<file path="config.mk">
export PLATFORM = sky130hd
export DESIGN_NAME = pc_fetch_unit
export DESIGN_NICKNAME = d
export VERILOG_FILES = /design/src/rtl/pc_fetch_unit.sv
export SDC_FILE = /design/constraint.sdc
export NUM_CORES = 1
export LEC_CHECK = 0
export BUFFER_PORTS_ARGS = -buffer_cell sky130_fd_sc_hd__buf_2
export CAP_MARGIN = 20
export CORE_ASPECT_RATIO = 1.25
export CORE_MARGIN = 3
export CORE_UTILIZATION = 45
export CTS_CLUSTER_DIAMETER = 40
export DETAILED_ROUTE_END_ITERATION = 10
export GPL_TIMING_DRIVEN = 1
export PLACE_DENSITY = 0.76
export SYNTH_ARGS = -nofsm -noshare
export SYNTH_HDL_FRONTEND = slang
export SYNTH_SLANG_ARGS = --single-unit
</file>
<file path="constraint.sdc">
create_clock -name clk_i -period 3 [get_ports clk_i]
set_input_delay 0.45 -clock clk_i [delete_from_list [all_inputs] [get_ports clk_i]]
set_output_delay 0.45 -clock clk_i [all_outputs]
set_load 0.02 [all_outputs]
</file>
<file path="src/rtl/pc_fetch_unit.sv">
// PC owner and instruction fetch front end: single-outstanding imem fetch,
// redirect squashing (including an in-flight response) and a stretched pipe flush.
// Optional PC_FETCH_PERF_EN adds saturating redirect/discard event counters.
module pc_fetch_unit #(
    parameter int          ADDR_W       = 32,
    parameter int          INSTR_W      = 32,
    parameter int          PC_STEP      = 4,
    parameter logic [ADDR_W-1:0] RESET_PC = '0,
    parameter int          FLUSH_CYCLES = 2
) (
    input  logic               clk_i,
    input  logic               rst_i,
    input  logic               pc_select_i,
    input  logic               clear_pipes_i,
    input  logic [ADDR_W-1:0]  branch_target_i,
    input  logic               stall_i,
    output logic               imem_req_o,
    output logic [ADDR_W-1:0]  imem_addr_o,
    input  logic               imem_valid_i,
    input  logic [INSTR_W-1:0] imem_data_i,
    output logic [INSTR_W-1:0] instr_o,
    output logic [ADDR_W-1:0]  instr_pc_o,
    output logic               instr_valid_o,
`ifdef PC_FETCH_PERF_EN
    output logic [15:0]        redirect_cnt_o,
    output logic [15:0]        discard_cnt_o,
`endif
    output logic               flush_o
);

    localparam logic [1:0] IDLE  = 2'd0;
    localparam logic [1:0] WAIT  = 2'd1;
    localparam logic [1:0] DRAIN = 2'd2;

    localparam int FCW = (FLUSH_CYCLES < 2) ? 1 : $clog2(FLUSH_CYCLES + 1);

    logic [1:0]        state;
    logic [ADDR_W-1:0] pc;
    logic [FCW-1:0]    flush_cnt;
    logic              can_issue;
    logic              consume;
    logic              discard;

    // A request is only launched when the output slot will be free by the time
    // the response can arrive, so the response never has to be buffered.
    assign can_issue   = !instr_valid_o || !stall_i;
    assign consume     = instr_valid_o && !stall_i;
    assign imem_req_o  = !rst_i && (state == IDLE) && !pc_select_i && can_issue;
    assign imem_addr_o = pc;
    assign flush_o     = (flush_cnt != '0);
    assign discard     = imem_valid_i && ((state == DRAIN) || ((state == WAIT) && pc_select_i));

    always_ff @(posedge clk_i or posedge rst_i) begin
        if (rst_i) begin
            state <= IDLE;
            pc    <= RESET_PC;
        end else begin
            case (state)
                IDLE: begin
                    if (pc_select_i) begin
                        pc <= branch_target_i;
                    end else if (can_issue) begin
                        state <= WAIT;
                    end
                end
                WAIT: begin
                    if (imem_valid_i) begin
                        if (pc_select_i) begin
                            pc <= branch_target_i;
                        end else begin
                            pc <= pc + ADDR_W'(PC_STEP);
                        end
                        state <= IDLE;
                    end else if (pc_select_i) begin
                        pc    <= branch_target_i;
                        state <= DRAIN;
                    end
                end
                DRAIN: begin
                    // The response still owed by memory belongs to the old path.
                    if (pc_select_i) begin
                        pc <= branch_target_i;
                    end
                    if (imem_valid_i) begin
                        state <= IDLE;
                    end
                end
                default: state <= IDLE;
            endcase
        end
    end

    // A redirect empties the IF/ID slot even when decode is stalled.
    always_ff @(posedge clk_i or posedge rst_i) begin
        if (rst_i) begin
            instr_valid_o <= 1'b0;
            instr_o       <= '0;
            instr_pc_o    <= '0;
        end else if (pc_select_i) begin
            instr_valid_o <= 1'b0;
        end else if ((state == WAIT) && imem_valid_i) begin
            instr_valid_o <= 1'b1;
            instr_o       <= imem_data_i;
            instr_pc_o    <= pc;
        end else if (consume) begin
            instr_valid_o <= 1'b0;
        end
    end

    always_ff @(posedge clk_i or posedge rst_i) begin
        if (rst_i) begin
            flush_cnt <= '0;
        end else if (clear_pipes_i) begin
            flush_cnt <= FCW'(FLUSH_CYCLES);
        end else if (flush_cnt != '0) begin
            flush_cnt <= flush_cnt - 1'b1;
        end
    end

`ifdef PC_FETCH_PERF_EN
    always_ff @(posedge clk_i or posedge rst_i) begin
        if (rst_i) begin
            redirect_cnt_o <= '0;
            discard_cnt_o  <= '0;
        end else begin
            if (pc_select_i && (redirect_cnt_o != 16'hFFFF)) begin
                redirect_cnt_o <= redirect_cnt_o + 16'd1;
            end
            if (discard && (discard_cnt_o != 16'hFFFF)) begin
                discard_cnt_o <= discard_cnt_o + 16'd1;
            end
        end
    end
`else
    logic unused_discard;
    assign unused_discard = discard;
`endif

endmodule

</file>
==> results of run 1 <==
[flip-flops by register name, indices dropped and copies added, names as in the netlist]
register	count
instr_pc_o	32
instr_o	32
imem_addr_o	32
instr_valid_o	1
state	2
flush_cnt	2
[kinds of logic (layout without fill, tap and decap cells)]
| group | Yosys count | count (layout) | synth area share |
|---|---|---|---|
| AO/OA/AOI/OAI | 71 | 71 | 0.0955 |
| multiplexers | 11 | 11 | 0.0232 |
| buffers and inverters | 43 | 206 | 0.0349 |
| flip-flops | 101 | 101 | 0.526 |
| adder cells (fa/ha/maj) | 2 | 2 | 0.00520 |
| XOR/XNOR | 1 | 1 | 0.00182 |
| AND/OR/NAND/NOR | 335 | 335 | 0.314 |
[power by group through the flow]
stage | combinational (W) | clock, W | sequential, W
6_report | 0.00126 | 0.00126 | 0.00189
5_1_grt | 0.00138 | 0.00134 | 0.00193
4_1_cts | 0.00128 | 0.00129 | 0.00189
3_5_place_dp | 0.00127 | 0 | 0.00192
3_3_place_gp | 0.00125 | 0 | 0.00189
2_1_floorplan | 0.000439 | 0 | 0.00223
[layout make-up]
| type | count | area [um2] |
|---|---|---|
| fill | 948 | 4140 |
| sequential | 101 | 2530 |
| multi-input combinational | 420 | 2120 |
| timing repair buffer | 180 | 943 |
| clock buffer | 11 | 243 |
| tap | 129 | 161 |
| clock inverter | 5 | 82.6 |
| inverter | 10 | 41.3 |
[metrics by stage]
step           setup slack, ns  hold WS (ns)
2_1_floorplan            0.819         0.462
3_5_place_dp             0.736         0.457
5_1_grt                  0.513         0.252
3_3_place_gp             0.789         0.451
6_report                 0.671         0.207
4_1_cts                  0.723         0.230
[layer usage]
metal,share of wire,routed length (um),global-route usage,vias to the layer above
met3,0.054,746,0.0401,23
met4,0.026,363,0.0803,0
met5,0,0,0,-
met2,0.50,6890,0.373,158
met1,0.42,5830,0.311,2184
li1,-,-,-,2219
[cells in the final DEF, fill, tap and decap left out, types with 2 or more instances in the layout]
cell type and instances:
a22oi_1 3, nand2_1 223, a211oi_1 2, and4_1 2, a31o_2 2, o21ai_0 18, o22a_1 2, o21a_1 4
mux2i_1 10, nand3_1 21, nand4_1 12, ha_1 2, nand3b_1 5, a31oi_1 6, a21oi_1 19, nor2b_1 6
and3_1 7, a311oi_1 2, nor3_1 19, clkbuf_16 9, dfrtp_1 101, buf_4 11, or4_1 4, and2_1 3
nor4_1 3, nor4_2 4, nor2_1 18, inv_1 9, o311ai_0 2, buf_2 168, bufinv_16 2
[cells in the mapped netlist (7+ instances only)]
cell type,instances
inv_1,10
mux2i_1,10
nor2_1,19
and3_1,7
nand2_1,224
o21ai_0,18
nand3_1,21
dfrtp_1,101
clkbuf_1,24
a21oi_1,19
nor3_1,19
nand4_1,12
[worst max-delay path by stage]
stage / depth (start not counted) / start / to / slack [ns]
floorplan: 7 / imem_addr_o[2] / imem_addr_o[28] / 0.82
global placement: 6 / imem_addr_o[2] / imem_addr_o[28] / 0.79
detailed placement: 6 / imem_addr_o[2] / imem_addr_o[28] / 0.74
CTS: 6 / imem_addr_o[2] / imem_addr_o[22] / 0.72
global route: 6 / imem_addr_o[2] / imem_addr_o[28] / 0.51
finish: 6 / imem_addr_o[2] / imem_addr_o[22] / 0.67
[critical path: stages (launching register included)]
cell and delay (ns):
dfrtp_1 0.48, ha_1 0.28, inv_1 0.08, or4_1 0.71, nor4_4 0.34, a31oi_1 0.13
o22a_1 0.19
==> run_results.csv, run 1 <==
group,metric,value,unit
outcome,status,"complete, no violations",
timing,grt_setup_unrepaired,"no",
power,comb_power_share,0.286,
power,p_sw,0.00156,W
cts,clockRootBuffer,"clkbuf_16",
worst_setup_path,crit_arrival,2.55,ns
detailed_routing,wl_per_cell,16.2,um
worst_setup_path,path_class,"reg2reg",
min_path,hp-class,"in2async",
timing,tightest_slew,0.931,ns
worst_setup_path,critPathMaxFanout,8,
detailed_routing,via_per_inst,5.36,
synth,synth_edf_count,0,
timing,min_period,2.33,ns
synth,ys_types,49,
floorplanning,ioPinCount,169,
cts,path_clk_slew,0.07,ns
synth,synth_seq_cells,101,
grt,antenna_found_initial,0,
cts,post_cts_resized,0,
synth,synthArstFlopShare,1.00,
synth,yosys_warnings,0,
timing,tns,0,ns
cts,clock_path_buffers,2,
detailed_routing,wirelength,13800,um
finish,final_area,6120,um2
worst_setup_path,critPathLaunchType,"flip-flop",
timing,hold_viol,0,
cts,cts_tree,"built",
run,cap_viol_max_count,0,
finish,synthToLayoutAreaGrowth,27.3,%
worst_setup_path,r2r_start,"imem_addr_o[2]",
timing,fmax,0.429,GHz
detailed_routing,first_iter_violations,224,
detailed_routing,drc,0,
worst_setup_path,r2r_slack,0.67,ns
placement,dp_hpwl,10100,um
timing,final_max_slew_viol_count,0,
synth,ys.flop_type,"dfrtp_1",
grt,grt_pass1_wl,22100,um
placement,place_congestion,0.915,
power,leakagePower,3.23,nW
placement,dp.cells,840,
placement,portBuffers,168,
cts,cts_hold_buf,0,
synth,synth-seq-area-share,0.526,
grt,grt_pass1_vias,4360,
power,seqPwrFrac,0.429,
timing,finClkSkew,0.00549,ns
cts,cts_sinks,101,
worst_setup_path,reg2reg_depth,6,
detailed_routing,dr.pass1.iters,4,
power,irDropWorstVdd,0.000285,V
grt,grt.overflow.total,0,
floorplanning,dieArea,12000,um2
power,p_total,0.00441,W
worst_setup_path,end_kind,"flip-flop",
power,power.density,720,nW/um2
power,p_int,0.00285,W
finish,diodes,0,
worst_setup_path,timing.rr.end,"imem_addr_o[22]",
timing,max_slew_margin,0.377,
detailed_routing,ant_nets,0,
cts,clk_latency,0.34,ns
finish,drive_above_1_share,0.289,
floorplanning,die_h,122,um
finish,utilization,0.597,
synth,syn-num-nets,636,
worst_setup_path,crit_required,3.23,ns
grt,grt_start_max_net_pins,70,
synth,netlist_instances,564,
floorplanning,start_util,0.469,
cts,cts_setup_buffers,0,
power,clock_power_share,0.285,
synth,netlist_area,4810,um2
power,swShare,0.353,
synth,synth_area_leaders,"dfrtp_1 53%, nand2_1 17%, nand3_1 2.2%",
timing,period_share,0.776,
finish,instances_no_fill,856,
synth,syn_area_per_cell,8.52,um2
grt,grtUsageTotal,0.229,
floorplanning,chipWidth,98.4,um
floorplanning,core-area,10300,um2
placement,dpl-instance-area,5800,um2
synth,yosys.area.top_type_share,0.526,
synth,yosys.area.top_type,"dfrtp_1",
floorplanning,rows,41,
detailed_routing,vias,4584,
timing,setup_viol,0,
finish,fin_nets,794,
cts,cts_buffers,9,
cts,htreeDepth,3,
Power figures use the tool's default switching activity.
==> inputs of run 2 (changes only) <==
--- a/config.mk
+++ b/config.mk
@@ -5,6 +5,7 @@
 export SDC_FILE = /design/constraint.sdc
 export NUM_CORES = 1
 export LEC_CHECK = 0
+export ABC_AREA = 1
 export BUFFER_PORTS_ARGS = -buffer_cell sky130_fd_sc_hd__buf_2
 export CAP_MARGIN = 20
 export CORE_ASPECT_RATIO = 1.25
@@ -13,7 +14,7 @@
 export CTS_CLUSTER_DIAMETER = 40
 export DETAILED_ROUTE_END_ITERATION = 10
 export GPL_TIMING_DRIVEN = 1
-export PLACE_DENSITY = 0.76
+export PLACE_DENSITY = 0.75
 export SYNTH_ARGS = -nofsm -noshare
 export SYNTH_HDL_FRONTEND = slang
 export SYNTH_SLANG_ARGS = --single-unit
==> constraint.sdc (replaced) <==
create_clock -name clk_i -period 1.9 [get_ports clk_i]
set_input_delay 0.285 -clock clk_i [delete_from_list [all_inputs] [get_ports clk_i]]
set_output_delay 0.285 -clock clk_i [all_outputs]
set_load 0.02 [all_outputs]
==> run_results.csv, run 2 <==
group,metric,value,unit
synth,syn-num-nets,768,
power,clock_power_share,0.212,
finish,drive_above_1_share,0.266,
finish,fillCellCount,1098,
detailed_routing,wl_per_cell,15.1,um
floorplanning,die_h,126,um
cts,clockRootBuffer,"clkbuf_16",
floorplanning,chipWidth,102,um
timing,finClkSkew,0.00661,ns
synth,synthArstFlopShare,1.00,
finish,utilization,0.592,
placement,place_congestion,0.955,
synth,netlist_area,5170,um2
synth,yosys_warnings,0,
min_path,hp-class,"in2reg",
timing,hold_viol,0,
grt,grtUsageTotal,0.240,
power,p_int,0.00492,W
cts,cts_tree,"built",
finish,fin_nets,949,
worst_setup_path,path_class,"reg2reg",
power,p_sw,0.00358,W
power,leakagePower,3.64,nW
timing,max_slew_margin,0.684,
finish,final_common_cell,"nand2_1",
timing,min_period,1.72,ns
detailed_routing,vias,5305,
power,irDropWorstVdd,0.000686,V
timing,period_share,0.903,
synth,yosys.area.top_type_share,0.489,
worst_setup_path,crit_arrival,1.95,ns
synth,ys.flop_type,"dfrtp_1",
floorplanning,start_util,0.464,
worst_setup_path,critPathMaxFanout,7,
outcome,status,"complete, no violations",
worst_setup_path,critPathLaunchType,"flip-flop",
timing,grt_setup_unrepaired,"no",
detailed_routing,first_iter_violations,257,
placement,dpl-instance-area,6290,um2
finish,multiInputGateArea,2240,um2
synth,synth_seq_cells,101,
grt,grt_pass1_vias,4824,
cts,post_cts_resized,0,
detailed_routing,dr.pass1.iters,5,
synth,yosys.area.top_type,"dfrtp_1",
synth,yosysMostFrequentCell,"nand2_1",
power,power.density,1290,nW/um2
finish,regArea,2530,um2
finish,final_cell_mix,"263 x nand2_1, 168 x buf_2, 101 x dfrtp_1, 61 x nor2_1, 58 x inv_1",
timing,timing.hold.ws,0.120,ns
detailed_routing,ant_nets,0,
finish,synthToLayoutAreaGrowth,27.5,%
timing,fmax,0.583,GHz
cts,path_clk_slew,0.07,ns
power,swShare,0.421,
detailed_routing,via_per_inst,5.22,
finish,diodes,0,
placement,pre_cts_ws,0.205,ns
finish,final_area,6600,um2
floorplanning,dieArea,12800,um2
synth,ys_types,33,
placement,portBuffers,168,
cts,cts_buffers,9,
timing,tns,0,ns
placement,dp_hpwl,11600,um
timing,tightest_slew,0.473,ns
detailed_routing,wirelength,15400,um
synth,synth_edf_count,0,
detailed_routing,drc,0,
synth,synth-seq-area-share,0.489,
synth,synthTopCellsByCount,"263 x nand2_1, 101 x dfrtp_1, 61 x nor2_1, 59 x inv_1, 49 x o21ai_0",
run,cap_viol_max_count,0,
synth,synth_area_leaders,"dfrtp_1 49%, nand2_1 19%, o21ai_0 4.7%",
cts,htreeDepth,3,
grt,grt_start_max_net_pins,54,
floorplanning,rows,43,
grt,antenna_found_initial,0,
grt,grt_pass1_wl,24200,um
power,seqPwrFrac,0.396,
floorplanning,core-area,11100,um2
timing,setup_slack,0.184,ns
worst_setup_path,crit_required,2.14,ns
grt,grt.overflow.total,0,
synth,syn_area_per_cell,7.43,um2
timing,final_max_slew_viol_count,0,
floorplanning,ioPinCount,169,
cts,cts_sinks,101,
synth,netlist_instances,696,
cts,clock_path_buffers,2,
power,comb_power_share,0.391,
cts,clk_latency,0.34,ns
timing,setup_viol,0,
worst_setup_path,end_kind,"flip-flop",
==> run 2: through the flow <==
step | total power (W) | cells
after floorplan | 0.00542 | 696
after global placement | 0.00669 | 1000
after detailed placement | 0.00675 | 1000
after CTS | 0.00858 | 1017
after global routing | 0.00906 | 1017
final | 0.00850 | 1017
==> run 2: power by group through the flow <==
| stage | sequential, W | clock, W | combinational [W] |
|---|---|---|---|
| after detailed placement | 0.00340 | 0 | 0.00335 |
| after global placement | 0.00338 | 0 | 0.00331 |
| after global routing | 0.00347 | 0.00193 | 0.00366 |
| after CTS | 0.00337 | 0.00185 | 0.00336 |
| final | 0.00337 | 0.00180 | 0.00333 |
| after floorplan | 0.00430 | 0 | 0.00112 |
==> run 2: critical path, cell delays in order (launching register included) <==
cell and delay, ns:
dfrtp_1 0.50, nand2_1 0.15, nor2_1 0.19, nand3_1 0.20, nor2_2 0.25, nand3_1 0.11, nand2_1 0.07, nand2_1 0.04
nand2_1 0.05, nand2_1 0.04
==> run 2: per-layer routing <==
layer / wire (um) / GRT usage / share of wire / vias to the layer above
met1: 6370 / 0.314 / 0.41 / 2460
met2: 7550 / 0.407 / 0.49 / 237
li1: - / - / - / 2589
met5: 0 / 0 / 0 / -
met4: 252 / 0.0656 / 0.016 / 0
met3: 1210 / 0.0421 / 0.079 / 19
==> run 2: logic make-up after synthesis <==
kind of cell	Yosys count	synth area share
simple gates	403	0.326
flops	101	0.489
compound gates	94	0.100
fa+ha+maj	2	0.00484
mux	1	0.00218
buf+inv	95	0.0777
==> run 2: path summary, 6_finish.rpt <==
check,startpoint,cells past startpoint,end,slack [ns]
min reg2reg,instr_o[20],2,instr_o[20],0.47
max reg2reg,imem_addr_o[12],9,imem_addr_o[31],0.18
max,imem_addr_o[12],9,imem_addr_o[31],0.18
min in group asynchronous,rst_i,3,instr_pc_o[17],0.52
max in group asynchronous,rst_i,4,instr_pc_o[30],0.78
min,clear_pipes_i,2,flush_cnt[0],0.12
==> run 2: area by class of cell <==
type | instances | area share
sequential | 101 | 0.383
multi-input combinational | 500 | 0.340
timing repair buffer | 198 | 0.168
inverter | 67 | 0.0387
clock buffer | 9 | 0.0341
tap | 135 | 0.0256
clock inverter | 7 | 0.0106
==> run 2: what timing repair did <==
item	CTS	global route
setup endpoints to repair	0	0
hold endpoints to repair	16	0
buffers inserted	0	0
hold buffers	1	0
==> inputs of run 3 (changes only) <==
--- a/config.mk
+++ b/config.mk
@@ -8,11 +8,12 @@
 export ABC_AREA = 1
 export BUFFER_PORTS_ARGS = -buffer_cell sky130_fd_sc_hd__buf_2
 export CAP_MARGIN = 20
-export CORE_ASPECT_RATIO = 1.25
+export CORE_ASPECT_RATIO = 0.8
 export CORE_MARGIN = 3
 export CORE_UTILIZATION = 45
 export CTS_CLUSTER_DIAMETER = 40
 export DETAILED_ROUTE_END_ITERATION = 10
+export GPL_ROUTABILITY_DRIVEN = 0
 export GPL_TIMING_DRIVEN = 1
 export PLACE_DENSITY = 0.75
 export SYNTH_ARGS = -nofsm -noshare
==> run_results.csv, run 3 (synthesis gave the netlist of run 2 again) <==
group,metric,value,unit
outcome,status,"complete, no violations",
worst_setup_path,critical_path.slowest_cell,"dfrtp_1",
detailed_routing,vias,5260,
timing,max_slew_margin,0.647,
worst_setup_path,cp_common_cell,"nand3_1",
run,cap_viol_max_count,0,
detailed_routing,drc,0,
timing,finClkSkew,0.00342,ns
timing,final_max_slew_viol_count,0,
finish,drive_above_1_share,0.259,
cts,clock_path_buffers,2,
cts,post_cts_resized,0,
power,leakagePower,3.61,nW
worst_setup_path,critPathMaxFanout,6,
grt,grt_start_max_net_pins,46,
cts,path_clk_slew,0.07,ns
timing,hold_viol,0,
cts,clockRootBuffer,"clkbuf_16",
floorplanning,chipWidth,126,um
timing,fmax,0.579,GHz
finish,synthToLayoutAreaGrowth,27.3,%
detailed_routing,via_per_inst,5.17,
timing,grt_setup_unrepaired,"no",
grt,grtUsageTotal,0.240,
timing,min_period,1.73,ns
cts,cts_buffers,9,
worst_setup_path,critPathLaunchType,"flip-flop",
finish,regArea,2530,um2
min_path,hp-class,"in2reg",
detailed_routing,wirelength,15500,um
grt,grt.overflow.total,0,
timing,setup_viol,0,
cts,clk_latency,0.34,ns
worst_setup_path,worstPathCellList,"ha_1, inv_1, nor2_1, nand2_2, nor2_4, nand3_1, nand3_1, nand2_1, nand2_1, nand3_1",
detailed_routing,wl_per_cell,15.3,um
timing,tns,0,ns
finish,diodes,0,
timing,period_share,0.909,
worst_setup_path,path_class,"reg2reg",
finish,fin_nets,941,
finish,final_common_cell,"nand2_1",
floorplanning,start_util,0.468,
detailed_routing,ant_nets,0,
timing,tightest_slew,0.529,ns
placement,portBuffers,168,
worst_setup_path,path_delay_family,"simple AND/OR/NAND/NOR gates",
placement,dp_hpwl,11500,um
worst_setup_path,end_kind,"flip-flop",
placement,pre_cts_ws,0.218,ns
finish,final_cell_mix,"263 x nand2_1, 168 x buf_2, 101 x dfrtp_1, 61 x nor2_1, 58 x inv_1",
detailed_routing,dr.pass1.iters,6,
floorplanning,die_h,102,um
worst_setup_path,slowest_delay,0.39,ns
worst_setup_path,crit_arrival,1.95,ns
cts,cts_sinks,101,
power,power.density,1310,nW/um2
grt,antenna_found_initial,0,
finish,fillCellCount,1025,
floorplanning,rows,34,
power,irDropWorstVdd,0.000601,V
cts,htreeDepth,3,
grt,grt_pass1_vias,4828,
finish,multiInputGateArea,2240,um2
floorplanning,core-area,11100,um2
grt,grt_pass1_wl,24700,um
worst_setup_path,crit_required,2.13,ns
worst_setup_path,timing.critical_path.buf_inv,1,
floorplanning,ioPinCount,169,
detailed_routing,first_iter_violations,422,
cts,cts_tree,"built",
floorplanning,dieArea,12800,um2
timing,setup_slack,0.172,ns
[run 3: layer usage]
layer | GRT usage | routed length, um
met1 | 0.356 | 7260
met5 | 0 | 0
met4 | 0.0660 | 108
met2 | 0.362 | 6740
met3 | 0.0491 | 1410
[run 3: per-stage QoR]
stage	std cells	instance area, um2	hold slack, ns	utilization	power [W]
6_report	1018	6590	0.120	0.595	0.00860
5_1_grt	1018	6590	0.125	0.595	0.00913
4_1_cts	1018	6590	0.106	0.595	0.00865
3_5_place_dp	1001	6270	0.366	0.567	0.00672
3_3_place_gp	1001	6270	0.366	0.567	0.00666
2_1_floorplan	696	5170	0.358	-	0.00542
[run 3: timing repair]
item                      in CTS  in global routing
hold buffers                   1                  0
buffers inserted               0                  0
hold endpoints to repair       5                  0
[run 3: area by class of cell]
| cell class | count | share of cell area |
|---|---|---|
| clock buffer | 11 | 0.0369 |
| tap | 144 | 0.0274 |
| inverter | 67 | 0.0388 |
| sequential | 101 | 0.384 |
| multi-input combinational | 500 | 0.340 |
| timing repair buffer | 190 | 0.163 |
| clock inverter | 5 | 0.0101 |
[run 3: path summary, 6_finish.rpt]
path	start	endpoint	slack, ns	cells past startpoint
max reg2reg	imem_addr_o[3]	imem_addr_o[22]	0.17	10
max in group asynchronous	rst_i	instr_o[9]	0.81	4
min	clear_pipes_i	flush_cnt[0]	0.12	2
min in group asynchronous	rst_i	instr_valid_o	0.54	3
max	imem_addr_o[3]	imem_addr_o[22]	0.17	10
min reg2reg	instr_pc_o[2]	instr_pc_o[2]	0.47	2
[run 3: power breakdown]
part           leakage, nW  internal, W  total, W  switching, W
Combinational         2.22      0.00107   0.00325       0.00218
Clock                0.149      0.00108   0.00191      0.000836
Sequential            1.24      0.00289   0.00343      0.000542
Total                 3.61      0.00504   0.00860       0.00356
